==> src/rtl/slice_issue_seq.sv <==
// Replays one accepted op across the slices, one slice index per beat, honouring
// downstream stall, with a registered last-beat marker and back-to-back reload.
module slice_issue_seq #(
    parameter int NUM_SLICES = 8,
    parameter int IDX_W      = $clog2(NUM_SLICES),
    parameter int OP_W       = 16
) (
    input  logic             clock,
    input  logic             reset,
    input  logic             I_Valid,
    output logic             O_Ready,
    input  logic [OP_W-1:0]  I_Op,
    input  logic [IDX_W:0]   I_Len,
    input  logic             I_Flush,
    input  logic             I_Stall,
    output logic             O_Valid,
    output logic [OP_W-1:0]  O_Op,
    output logic [IDX_W-1:0] O_Slice_Idx,
    output logic             O_Last,
    output logic             O_Busy
);
    // state | meaning
    // IDLE  | no op in flight, ready for a new op
    // ISSUE | replaying latched op, one slice per unstalled cycle
    typedef enum logic {IDLE = 1'b0, ISSUE = 1'b1} state_t;

    localparam logic [IDX_W:0]   NS      = (IDX_W + 1)'(NUM_SLICES);
    localparam logic [IDX_W:0]   LEN_ONE = (IDX_W + 1)'(1);
    localparam logic [IDX_W-1:0] IDX_ONE = IDX_W'(1);

    state_t            state_q, state_d;
    logic [IDX_W:0]    len_q, len_d;
    logic [IDX_W-1:0]  idx_q, idx_d, idx_inc;
    logic [OP_W-1:0]   op_q, op_d;
    logic              valid_q, valid_d;
    logic              last_q, last_d;
    logic [IDX_W:0]    eff_len;
    logic              accept;

    assign eff_len = (I_Len == '0 || I_Len > NS) ? NS : I_Len;
    assign idx_inc = idx_q + IDX_ONE;

    assign O_Ready = !I_Flush && (state_q == IDLE || (last_q && !I_Stall));
    assign accept  = I_Valid && O_Ready;

    always_comb begin
        state_d = state_q;
        len_d   = len_q;
        idx_d   = idx_q;
        op_d    = op_q;
        valid_d = valid_q;
        last_d  = last_q;
        if (I_Flush) begin
            state_d = IDLE;
            valid_d = 1'b0;
            last_d  = 1'b0;
            idx_d   = '0;
        end else if (accept) begin
            // covers both a fresh start from IDLE and a no-bubble reload on the last beat
            state_d = ISSUE;
            len_d   = eff_len;
            op_d    = I_Op;
            idx_d   = '0;
            valid_d = 1'b1;
            last_d  = (eff_len == LEN_ONE);
        end else if (state_q == ISSUE && !I_Stall) begin
            if (last_q) begin
                state_d = IDLE;
                valid_d = 1'b0;
                last_d  = 1'b0;
                idx_d   = '0;
            end else begin
                idx_d  = idx_inc;
                last_d = ({1'b0, idx_inc} == len_q - LEN_ONE);
            end
        end
    end

    always_ff @(posedge clock) begin
        if (!reset) begin
            state_q <= IDLE;
            len_q   <= '0;
            idx_q   <= '0;
            op_q    <= '0;
            valid_q <= 1'b0;
            last_q  <= 1'b0;
        end else begin
            state_q <= state_d;
            len_q   <= len_d;
            idx_q   <= idx_d;
            op_q    <= op_d;
            valid_q <= valid_d;
            last_q  <= last_d;
        end
    end

    assign O_Valid     = valid_q;
    assign O_Op        = op_q;
    assign O_Slice_Idx = idx_q;
    assign O_Last      = last_q;
    assign O_Busy      = (state_q == ISSUE);
endmodule

==> config.mk <==
export PLATFORM = sky130hd
export DESIGN_NAME = slice_issue_seq
export DESIGN_NICKNAME = d
export VERILOG_FILES = /design/src/rtl/slice_issue_seq.sv
export SDC_FILE = /design/constraint.sdc
export NUM_CORES = 1
export LEC_CHECK = 0
export CAP_MARGIN = 30
export CORE_UTILIZATION = 25
export CTS_BUF_LIST = sky130_fd_sc_hd__clkbuf_2
export CTS_CLUSTER_DIAMETER = 120
export DETAILED_ROUTE_END_ITERATION = 16
export PLACE_DENSITY = 0.49
export SYNTH_ARGS = -nofsm -noshare
export SYNTH_HDL_FRONTEND = slang
export SYNTH_SLANG_ARGS = --single-unit
==> constraint.sdc <==
create_clock -name clock -period 1.8 [get_ports clock]
set_clock_uncertainty 0.15 [all_clocks]
set_input_delay 0.18 -clock clock [delete_from_list [all_inputs] [get_ports clock]]
set_output_delay 0.18 -clock clock [all_outputs]
set_load 0.02 [all_outputs]
==> results of run 1 <==
[routing by layer]
metal,global-route usage,up-vias,share of wire
met4,0.0333,0,0.0063
met2,0.145,35,0.43
li1,-,487,-
met5,0,-,0
met3,0.0346,2,0.086
met1,0.135,415,0.48
[cells in the mapped netlist]
cell type,n
nand2b_1,4
a211oi_2,1
o21a_1,1
o2111a_1,1
inv_1,5
nor2b_1,17
nand2_1,4
clkbuf_1,3
nor3b_1,2
buf_4,2
mux2i_1,16
a21boi_1,2
buf_6,1
nor2_1,1
nor3_1,3
o211a_1,1
buf_12,1
ha_1,2
o21bai_1,1
dfxtp_1,25
nand3b_1,4
a21oi_1,5
or3b_2,2
a21boi_2,1
xnor2_1,4
or3_1,1
nand2b_2,1
a32o_1,1
o41ai_1,2
[what timing repair did]
item                                    CTS  global route
hold endpoints to repair                  0             0
resized for setup                         4             4
endpoints found under the setup margin    5             4
pin swaps                                 0             0
[worst min-delay path, delay by kind of cell]
kind / cells / cell delay [ns]
buffers and inverters: 1 / 0.39
multiplexers: 1 / 0.13
AND/OR/NAND/NOR: 1 / 0.06
[state kept, by name, indices dropped and copies added, names as in the netlist]
name,flops
O_Last,1
len_q,4
O_Op,16
O_Valid,1
O_Slice_Idx,3
[cell families after synthesis]
| family | count (synthesis) |
|---|---|
| AOI/OAI and AO/OA | 16 |
| xor gates and xnor gates | 4 |
| muxes | 16 |
| and+or+nand+nor | 39 |
| DFF | 25 |
| buffers and inverters | 12 |
| adders and majority gates | 2 |
[area by class of cell]
class | instances | area, um2
Inverter | 5 | 18.8
Tap cell | 52 | 65.1
Fill cell | 423 | 2690
Sequential cell | 25 | 507
Clock buffer | 3 | 15.0
Clock inverter | 1 | 7.51
Multi-Input combinational cell | 77 | 598
Timing Repair Buffer | 53 | 509
[power breakdown]
| part | leakage [uW] | total (uW) | switching (uW) | internal (uW) |
|---|---|---|---|---|
| Clock | 0.0000126 | 223 | 171 | 51.6 |
| Sequential | 0.000206 | 593 | 15.4 | 577 |
| Combinational | 0.000396 | 225 | 92.8 | 132 |
| Total | 0.000614 | 1040 | 279 | 761 |
[metrics by stage]
step                setup TNS [ns]  std cells  hold slack [ns]  utilization
CTS                              0        216            0.235        0.390
global placement             -1.56        212            0.312        0.385
detailed placement           -1.79        212            0.320        0.385
floorplan                        0        114            0.106            -
finish                           0        216            0.259        0.390
global route                     0        216            0.232        0.390
[how the worst max path moves through the flow]
stage	end	start	slack, ns
after floorplan	O_Last$_SDFFE_PP0P_	O_Slice_Idx[0]$_SDFFE_PP0P_	0.1
after global placement	O_Ready	I_Stall	-0.12
after detailed placement	O_Op[5]$_SDFFE_PN0P_	I_Stall	-0.12
after CTS	O_Slice_Idx[2]	O_Slice_Idx[2]$_SDFFE_PP0P_	0.0008
after global routing	O_Slice_Idx[0]	O_Slice_Idx[0]$_SDFFE_PP0P_	0.002
final	O_Slice_Idx[0]	O_Slice_Idx[0]$_SDFFE_PP0P_	0.07
==> results.sh, run 1 <==
export IMPL_status="finished clean"
export IMPL_dieArea_mm2=0.00495
export IMPL_synth_top_family_by_area="simple AND/OR/NAND/NOR gates"
export IMPL_grt_overflow_total=0
export IMPL_dpl_cell_area_mm2=0.00170
export IMPL_min_from="I_Op[7]"
export IMPL_slowest_delay_ns=0.61
export IMPL_drt_first_iter_violations=31
export IMPL_gp_congestion=0.742
export IMPL_synth_mux_area_frac=0.137
export IMPL_crit_family="buffers and inverters"
export IMPL_cp_data_arrival_time_ns=1.40
export IMPL_min_path_cells=3
export IMPL_yosys_area_top_type_share=0.429
export IMPL_yosys_warnings=0
export IMPL_critical_path_max_fanout=6
export IMPL_crit_type="register to primary output"
export IMPL_fin_crit_sh=0.962
export IMPL_ant_nets=0
export IMPL_yosysTopAreaCell="dfxtp_1"
export IMPL_setup_worst_path_start_class="register"
export IMPL_cts_tree="done"
export IMPL_min_period_ns=1.73
export IMPL_initial_core_util=0.264
export IMPL_grt_pass1_wl_mm=4.03
export IMPL_layout_common_cells="45 x clkdlybuf4s50_1, 22 x dfxtp_1, 17 x nor2b_1"
export IMPL_ir_drop_mv=0.255
export IMPL_worstReg2RegEnd="O_Last$_SDFFE_PP0P_"
export IMPL_gr_usage_all_layers=0.0993
export IMPL_hold_viol=0
export IMPL_placeableCoreArea_mm2=0.00441
export IMPL_cap_violations=0
export IMPL_path_depth=1
export IMPL_clk_latency_ns=0.35
export IMPL_vias=939
export IMPL_wire_per_inst_um=11.7
export IMPL_pre_cts_ws_ns=-0.124
export IMPL_cts_htree_levels=1
export IMPL_first_pass_iters=4
export IMPL_grt_max_degree=23
export IMPL_diodes=0
export IMPL_dp_hpwl_mm=1.92
export IMPL_synth_fp_nets=141
export IMPL_power_uw=1040
export IMPL_numCtsBuffers=3
export IMPL_power_density_mw_per_mm2=605
export IMPL_final_area_mm2=0.00172
export IMPL_min_to="O_Op[7]$_SDFFE_PN0P_"
export IMPL_slew_headroom=0.789
export IMPL_fin_ws_ns=0.0683
export IMPL_setup_viol=0
export IMPL_antenna_found_initial=0
export IMPL_crit_required_ns=1.47
export IMPL_core_rowCount=24
export IMPL_rsz0062_at_grt="false"
export IMPL_hold_class="primary input to register"
export IMPL_crit_buf_inv=1
export IMPL_ios=48
export IMPL_die_x_um=70.3
export IMPL_grt_pass1_vias=906
export IMPL_avgSynthCellArea_um2=10.2
export IMPL_io_buffers=47
export IMPL_drive_gt1_frac=0.116
export IMPL_p_leak_uw=0.000614
export IMPL_synthTopCellsByArea="dfxtp_1 43%, mux2i_1 14%, nor2b_1 9.1%, xnor2_1 3.0%, nand3b_1 2.6%"
export IMPL_post_cts_setup_buffers=0
export IMPL_ys_ff_latch=25
export IMPL_max_clock_freq_mhz=577
export IMPL_final_common_cell="clkdlybuf4s50_1"
export IMPL_synth_area_mm2=0.00117
export IMPL_cp_end_kind="primary output"
export IMPL_drt_wl_total_mm=2.53
export IMPL_synth_cell_types=29
export IMPL_rrSetupSlack_ns=0.11
export IMPL_synth_simple_area_share=0.208
export IMPL_cts_sinks=25
export IMPL_r2r_start="len_q[0]$_SDFFE_PN0P_"
export IMPL_r2r_cells=6
export IMPL_cts_root_buf="clkbuf_2"
export IMPL_die_h_um=70.3
export IMPL_report_final_slew_viol_count=0
export IMPL_synthAdderAreaFrac=0.0214
export IMPL_clockBufferDepth=2
export IMPL_synth_xor_area_frac=0.0300
export IMPL_nets=192
export IMPL_crit_slowest_cell="clkdlybuf4s50_1"
export IMPL_postSynthCellCount=114
export IMPL_worst_slew_pin_transition_ns=0.313
export IMPL_yosysSeqAreaShare=0.429
export IMPL_path_cells="clkdlybuf4s50_1"
export IMPL_clk_pin_slew_worst_paths_ns=0.25
export IMPL_area_delta_synth_final_pct=47.4
export IMPL_routed_via_density=4.35
export IMPL_drc=0
export IMPL_synth_compound_area_frac=0.109
export IMPL_cts_hold_buf=0
Note: power is estimated with default switching activity, not from simulation.
==> inputs of run 2 (changes only) <==
--- a/config.mk
+++ b/config.mk
@@ -11,6 +11,7 @@
 export CTS_CLUSTER_DIAMETER = 120
 export DETAILED_ROUTE_END_ITERATION = 16
 export PLACE_DENSITY = 0.49
+export REMOVE_ABC_BUFFERS = 1
 export SYNTH_ARGS = -nofsm -noshare
 export SYNTH_HDL_FRONTEND = slang
 export SYNTH_SLANG_ARGS = --single-unit
==> run 2 against run 1 <==
Compared with the run above:
- wire length grew 3.8%
- setup slack gained 0.041 ns
- critical path type unchanged
- maximum frequency grew 2.4%
- clock-buffer cell count grew 1
- critical path depth is the same
==> results.sh, run 2 (synthesized netlist as in run 1, its figures left out) <==
export IMPL_clk_latency_ns=0.33
export IMPL_crit_slowest_cell="clkdlybuf4s50_1"
export IMPL_clk_pin_slew_worst_paths_ns=0.23
export IMPL_worst_slew_pin_transition_ns=0.283
export IMPL_die_x_um=70.3
export IMPL_cts_htree_levels=1
export IMPL_gp_congestion=0.735
export IMPL_status="finished clean"
export IMPL_report_final_slew_viol_count=0
export IMPL_drive_gt1_frac=0.120
export IMPL_p_leak_uw=0.000680
export IMPL_vias=964
export IMPL_hold_viol=0
export IMPL_die_h_um=70.3
export IMPL_numCtsBuffers=3
export IMPL_core_rowCount=24
export IMPL_ir_drop_mv=0.275
export IMPL_layout_common_cells="42 x clkdlybuf4s50_1, 22 x dfxtp_1, 17 x nor2b_1"
export IMPL_setup_viol=0
export IMPL_io_buffers=47
export IMPL_clockBufferDepth=2
export IMPL_cts_sinks=25
export IMPL_grt_overflow_total=0
export IMPL_cts_root_buf="clkbuf_2"
export IMPL_cts_tree="done"
export IMPL_slew_headroom=0.809
export IMPL_dieArea_mm2=0.00495
export IMPL_crit_family="buffers and inverters"
export IMPL_fin_crit_sh=0.940
export IMPL_slowest_delay_ns=0.61
export IMPL_first_pass_iters=3
export IMPL_largest_reg_flops=16
export IMPL_final_common_cell="clkdlybuf4s50_1"
export IMPL_grt_pass1_vias=986
export IMPL_drt_wl_total_mm=2.63
export IMPL_hold_class="primary input to register"
export IMPL_diodes=0
export IMPL_critical_path_max_fanout=5
export IMPL_dpl_cell_area_mm2=0.00171
export IMPL_routed_via_density=4.42
export IMPL_pre_cts_ws_ns=-0.129
export IMPL_setup_worst_path_start_class="register"
export IMPL_fill_cells=440
export IMPL_finalSetupTns_ns=0
export IMPL_placeableCoreArea_mm2=0.00441
export IMPL_nets=194
export IMPL_ios=48
export IMPL_cap_violations=0
export IMPL_area_delta_synth_final_pct=49.2
export IMPL_grt_pass1_wl_mm=4.34
export IMPL_max_clock_freq_mhz=591
export IMPL_drt_first_iter_violations=16
export IMPL_wire_per_inst_um=12.1
export IMPL_rsz0062_at_grt="false"
export IMPL_antenna_found_initial=0
export IMPL_grt_max_degree=23
export IMPL_final_area_mm2=0.00174
export IMPL_dp_hpwl_mm=2.05
export IMPL_fin_ws_ns=0.109
export IMPL_cp_end_kind="primary output"
export IMPL_hold_ws_ns=0.282
export IMPL_initial_core_util=0.264
export IMPL_ant_nets=0
export IMPL_crit_type="register to primary output"
export IMPL_drc=0
export IMPL_cp_data_arrival_time_ns=1.36
export IMPL_crit_required_ns=1.47
export IMPL_gr_usage_all_layers=0.106
export IMPL_power_uw=1040
export IMPL_min_period_ns=1.69
export IMPL_power_density_mw_per_mm2=598
export IMPL_crit_buf_inv=1
export IMPL_path_cells="clkdlybuf4s50_1"
run 2: through the flow:
| stage | instances | util |
|---|---|---|
| 2_1_floorplan | 107 | - |
| 3_3_place_gp | 214 | 0.388 |
| 3_5_place_dp | 214 | 0.388 |
| 4_1_cts | 218 | 0.393 |
| 5_1_grt | 218 | 0.395 |
| 6_report | 218 | 0.395 |
run 2: routing by layer:
| metal | up-vias | global-route usage | wire (um) |
|---|---|---|---|
| met2 | 28 | 0.185 | 1290 |
| met4 | 0 | 0.0200 | 0 |
| met5 | - | 0 | 0 |
| li1 | 491 | - | - |
| met1 | 445 | 0.130 | 1160 |
| met3 | 0 | 0.0289 | 182 |
run 2: repair_timing:
action | CTS | global route
buffers inserted | 0 | 0
setup endpoints to repair | 5 | 4
gates resized for setup | 4 | 4
hold buffers | 0 | 0
run 2: path summary, 6_finish.rpt:
| kind | endpoint | slack [ns] | startpoint | depth (start not counted) |
|---|---|---|---|---|
| min | O_Op[9]$_SDFFE_PN0P_ | 0.28 | I_Op[9] | 3 |
| max | O_Slice_Idx[2] | 0.11 | O_Slice_Idx[2]$_SDFFE_PP0P_ | 1 |
| min reg2reg | O_Slice_Idx[1]$_SDFFE_PP0P_ | 0.35 | O_Slice_Idx[1]$_SDFFE_PP0P_ | 2 |
| max reg2reg | O_Last$_SDFFE_PP0P_ | 0.15 | len_q[0]$_SDFFE_PN0P_ | 6 |
run 2: final cells by class:
cell class	count	area [um2]	area share
clock buffers	4	20.0	0.0115
inverters	5	18.8	0.0108
multi-input cells	77	598	0.343
flip-flops and latches	25	504	0.290
well taps	52	65.1	0.0374
repair buffers	55	536	0.307
run 2: power by group:
part / total, uW / leakage [uW] / switching [uW] / internal [uW]
clock network: 219 / 0.0000166 / 161 / 58.7
logic: 228 / 0.000458 / 93.0 / 135
registers: 594 / 0.000205 / 15.8 / 578
total: 1040 / 0.000680 / 269 / 772
